File: src/rtl/seq_detect_param.sv
// rtl/seq_detect_param.sv - runtime-configurable serial pattern detector with saturating match counter
module seq_detect_param #(
    parameter  int MAX_LEN = 8,
    parameter  int CNT_W   = 8,
    localparam int LEN_W   = $clog2(MAX_LEN) + 1
) (
    input  logic               clk,
    input  logic               rst,
    input  logic               a,
    input  logic               in_valid,
    input  logic               cfg_load,
    input  logic [MAX_LEN-1:0] cfg_pattern,
    input  logic [LEN_W-1:0]   cfg_len,
    input  logic               cfg_overlap,
    input  logic               cnt_clr,
    output logic               y,
    output logic [CNT_W-1:0]   match_cnt,
    output logic               cfg_err
);

    logic [MAX_LEN-1:0] pat;
    logic [LEN_W-1:0]   len;
    logic               ovl;
    logic [MAX_LEN-1:0] hist;
    logic [LEN_W-1:0]   fill;

    logic               len_legal;
    logic               accept;
    logic               hit;
    logic [MAX_LEN-1:0] new_hist;
    logic [LEN_W-1:0]   new_fill;
    logic [MAX_LEN-1:0] mask;

    always_comb begin
        len_legal = (cfg_len != '0) && (cfg_len <= LEN_W'(MAX_LEN));
        accept    = in_valid && !cfg_load;
        new_hist  = {hist[MAX_LEN-2:0], a};
        new_fill  = (fill == LEN_W'(MAX_LEN)) ? fill : fill + LEN_W'(1);
        // Only the low len bits take part in the comparison
        for (int i = 0; i < MAX_LEN; i++) begin
            mask[i] = (LEN_W'(i) < len);
        end
        hit = accept && (new_fill >= len) && (((new_hist ^ pat) & mask) == '0);
    end

    always_ff @(posedge clk) begin
        if (rst) begin
            pat       <= MAX_LEN'(4'b1101);
            len       <= LEN_W'(4);
            ovl       <= 1'b1;
            hist      <= '0;
            fill      <= '0;
            y         <= 1'b0;
            match_cnt <= '0;
            cfg_err   <= 1'b0;
        end else begin
            cfg_err <= cfg_load && !len_legal;
            if (cfg_load) begin
                if (len_legal) begin
                    pat  <= cfg_pattern;
                    len  <= cfg_len;
                    ovl  <= cfg_overlap;
                    hist <= '0;
                    fill <= '0;
                    y    <= 1'b0;
                end
            end else if (in_valid) begin
                hist <= new_hist;
                // Non-overlapping mode restarts the fill so the next match needs len fresh bits
                fill <= (hit && !ovl) ? '0 : new_fill;
                y    <= hit;
            end
            if (cnt_clr) begin
                match_cnt <= '0;
            end else if (hit && (match_cnt != '1)) begin
                match_cnt <= match_cnt + CNT_W'(1);
            end
        end
    end

endmodule

File: config.mk
export PLATFORM = sky130hd
export DESIGN_NAME = seq_detect_param
export DESIGN_NICKNAME = d
export VERILOG_FILES = /design/src/rtl/seq_detect_param.sv
export SDC_FILE = /design/constraint.sdc
export NUM_CORES = 1
export LEC_CHECK = 0
export CAP_MARGIN = 10
export CELL_PAD_IN_SITES_DETAIL_PLACEMENT = 2
export CELL_PAD_IN_SITES_GLOBAL_PLACEMENT = 2
export CORE_MARGIN = 2
export CORE_UTILIZATION = 36
export DETAILED_ROUTE_END_ITERATION = 12
export DONT_BUFFER_PORTS = 1
export GPL_TIMING_DRIVEN = 0
export PLACE_DENSITY_LB_ADDON = 0.25
export SLEW_MARGIN = 20
export SYNTH_ARGS = -nofsm -noshare
export SYNTH_HDL_FRONTEND = slang
export SYNTH_SLANG_ARGS = --single-unit
File: constraint.sdc
create_clock -name clk -period 2.9 [get_ports clk]
set_clock_uncertainty 0.1 [all_clocks]
set_input_delay 0.58 -clock clk [delete_from_list [all_inputs] [get_ports clk]]
set_output_delay 0.58 -clock clk [all_outputs]
set_load 0.05 [all_outputs]
==> results of run 1 <==
-- synthesized netlist by cell type, types with 2 or more instances --
cell type	count	area [sq um]
nor2_1	7	26.3
nand3b_1	6	45.0
xor2_1	4	35.0
mux2i_1	2	20.0
nand3_1	12	60.1
o21a_1	2	15.0
clkbuf_1	8	30.0
or3_1	5	31.3
nand2b_1	2	12.5
xnor2_1	8	70.1
o21ai_0	6	30.0
nor3_1	4	20.0
nand2_1	40	150
a21oi_1	24	120
dfxtp_1	34	681
a32o_1	3	30.0
inv_1	8	30.0
ha_1	7	87.6
and3_1	2	12.5
-- sequential cells by signal (all words and copies together) (netlist names) --
name,cells
match_cnt,8
pat,8
ovl,1
y,1
hist,7
cfg_err,1
fill,4
len,4
-- metrics by stage --
stage                     setup TNS [ns]  instances
final                                  0        265
after global routing                   0        265
after CTS                              0        264
after detailed placement          -0.718        256
after global placement                 0        256
after floorplan                        0        204
-- cell type report --
type                       instances  area [sq um]  share of cell area (%)
buffer                            10          45.0                    2.43
tap                               52          65.1                    3.51
multi-input combinational        152           935                    50.4
timing repair buffer               1          7.51                   0.405
clock buffer                       7          86.3                    4.65
clock inverter                     1          5.00                   0.270
sequential                        34           682                    36.7
inverter                           8          30.0                    1.62
-- kinds of logic (layout without fill, tap and decap cells) --
family | after synthesis | count (layout)
muxes | 2 | 2
buffers and inverters | 18 | 27
and+or+nand+nor | 86 | 86
DFF | 34 | 34
xor gates and xnor gates | 12 | 12
AOI/OAI and AO/OA | 45 | 45
adders and majority gates | 7 | 7
-- worst paths after layout --
kind,start,endpoint,slack [ns],cells after the start
hold / removal,cfg_pattern[0],pat[0],0.32,2
hold reg to reg,pat[5],pat[5],0.38,2
setup reg to reg,fill[1],match_cnt[1],0.21,13
setup / recovery,fill[1],match_cnt[1],0.21,13
-- per-layer routing --
| layer | track usage, % | part of all wire [%] | vias up |
|---|---|---|---|
| met5 | 0 | 0 | - |
| met4 | 5.03 | 0.92 | 0 |
| met3 | 4.36 | 3.8 | 4 |
| met2 | 34.2 | 50 | 24 |
| met1 | 23.4 | 46 | 703 |
| li1 | - | - | 727 |
-- what timing repair did --
action | CTS | global route
gates resized for setup | 3 | 6
hold endpoints to repair | 0 | 0
cloned | 0 | 0
endpoints found under the setup margin | 8 | 9
buffers inserted | 0 | 1
pin swaps | 0 | 3
-- power by group --
part | leakage [nW] | switching [mW] | internal, mW
clock network | 0.0482 | 0.169 | 0.191
registers | 0.277 | 0.0162 | 0.481
logic | 0.345 | 0.0609 | 0.0398
total | 0.670 | 0.246 | 0.713
==> reports/metrics.yaml, run 1 <==
sta:
  finalWorstPathRequiredPeriod_ns: 2.69
  setup_repair_after_global_routing_missed_its_margin: "no"
  finalHoldViolations: 0
  max-slew-margin-rel_pct: 55.4
  timing_max_transition_violations_final: 0
  fmaxAchievable_ghz: 0.371
  hold-worst-slack_ns: 0.322
  final_critical_path_setup_slack_ns: 0.208
  report.final.setup_viol: 0
  worst-slew-pin-transition_ns: 0.668
  min_period_over_period_pct: 92.8
cells_and_area:
  layout-area-overhead-vs-synth_pct: 12.2
  fillerInstances: 505
  post-route-cell-area_sq_mm: 0.00186
  layout.core_utilization_pct: 42.3
  most_common_library_cell_in_the_layout_ignoring_fill_and_taps: "nand2_1"
  n_antenna_cell: 0
  final_cell_mix: "40 x nand2_1, 33 x dfxtp_1, 24 x a21oi_1"
  nets: 238
  layout-drive-gt1-share_pct: 8.45
yosys:
  yosys_most_used_dff: "dfxtp_1"
  synth_compound_area_share_pct: 16.9
  synthXorXnorAreaFrac_pct: 6.35
  synth_edf_count: 0
  yosysWarningCount: 0
  synthCells: 204
  synthAdderAreaFrac_pct: 5.30
  syn-cell-area_sq_mm: 0.00165
  synth_simple_gate_area_share_pct: 25.0
  yosys.cell_types.count: 39
  post_synth_mux_area_share_pct: 1.21
  avgSynthCellArea_sq_um: 8.11
  seq_area_frac_synth_pct: 41.1
  combinational_family_with_the_most_area_after_synthesis: "simple AND/OR/NAND/NOR gates"
  asyncSetResetFlopFracSynth_pct: 0
  yosys_register_bits: 34
  synth.net_count: 230
cts:
  worstSkewPairLatency_ns: 0.29
  cts_hold_buffers: 0
  clock-root-buffer: "clkbuf_8"
  clock_tree.htree_level_count: 2
  cts_tree: "yes"
  ctsLongestPathBuffers: 2
  clock_sinks: 34
  clk_pin_slew_worst_paths_ns: 0.07
  cts_buffers: 5
drt:
  detailroute.via_count: 1458
  drt-vias-per-instance: 5.50
  route.antenna.remaining_nets: 0
  detailedRoute.firstIterationViolations: 25
  avgRoutedWirePerCell_microns: 17.3
  drc_errors: 0
  final_routed_wirelength_mm: 4.59
  detailedRoute.firstPassIterationCount: 4
grt:
  globalRouteTotalUtil_pct: 19.3
  grt_antenna_before_repair: 0
  grt_pass1_wl_mm: 7.68
  largest_net_degree_at_the_start_of_global_routing: 11
  globalRouteOverflowTotal: 0
  first_global_vias: 1573
floorplanning:
  num_rows: 24
  dieHeight_microns: 71.8
  num_io_pins: 29
  starting_density_of_the_core_pct: 37.7
  die-area_sq_mm: 0.00515
  design.core.area_sq_mm: 0.00438
  die_width_microns: 71.8
critical_path:
  timing.critical_path.slowest_stage_cell: "dfxtp_1"
  crit_arrival_ns: 2.76
  path_cells: "inv_1 > ha_1 > nand2_1 > nor2_1 > xnor2_1 > ha_1 > nand2b_1 > a2111oi_4 > nor3b_2 > nand3_1 > buf_6 > mux2i_1 > nor2_1"
  critical_path.top_delay_family: "simple AND/OR/NAND/NOR gates"
  critPathRequiredTime_ns: 2.97
  timing.critical_path.to_type: "register"
  startpoint_type: "register"
  worstPathMaxFanout: 10
  path_class: "register to register"
  cp.buffers_inverters: 2
  critical_path.max_stage_delay_ns: 0.39
place:
  finalWeightedCongestion: 0.782
  placedInstanceArea_sq_mm: 0.00172
  port_buffers: 0
  hpwl_mm: 3.56
  dp_slack_ns: -0.133
power_and_ir_drop:
  cellPowerDensity_mw_per_mm2: 517
  power.ir.vdd_worst_v: 0.000226
  power.total_uw: 958
  power.static_leakage_nw: 0.670
run:
  maxCapViolations: 0
status:
  run_status: "complete, no violations"
worst_hold_path:
  min-delay-path-class: "input pin to register"
No activity file was read; power rests on OpenSTA's default activity.
==> inputs of run 2 (changes only) <==
--- a/config.mk
+++ b/config.mk
@@ -10,6 +10,7 @@
 export CELL_PAD_IN_SITES_GLOBAL_PLACEMENT = 2
 export CORE_MARGIN = 2
 export CORE_UTILIZATION = 36
+export CTS_CLUSTER_SIZE = 30
 export DETAILED_ROUTE_END_ITERATION = 12
 export DONT_BUFFER_PORTS = 1
 export GPL_TIMING_DRIVEN = 0
==> results of run 2 <==
Same layout as run 1: the final DEF is identical, and so are final timing and power.
==> inputs of run 3 (changes only) <==
--- a/config.mk
+++ b/config.mk
@@ -5,7 +5,7 @@
 export SDC_FILE = /design/constraint.sdc
 export NUM_CORES = 1
 export LEC_CHECK = 0
-export CAP_MARGIN = 10
+export CAP_MARGIN = 20
 export CELL_PAD_IN_SITES_DETAIL_PLACEMENT = 2
 export CELL_PAD_IN_SITES_GLOBAL_PLACEMENT = 2
 export CORE_MARGIN = 2
==> results of run 3 <==
Same layout as run 1: the final DEF is identical, and so are final timing and power.
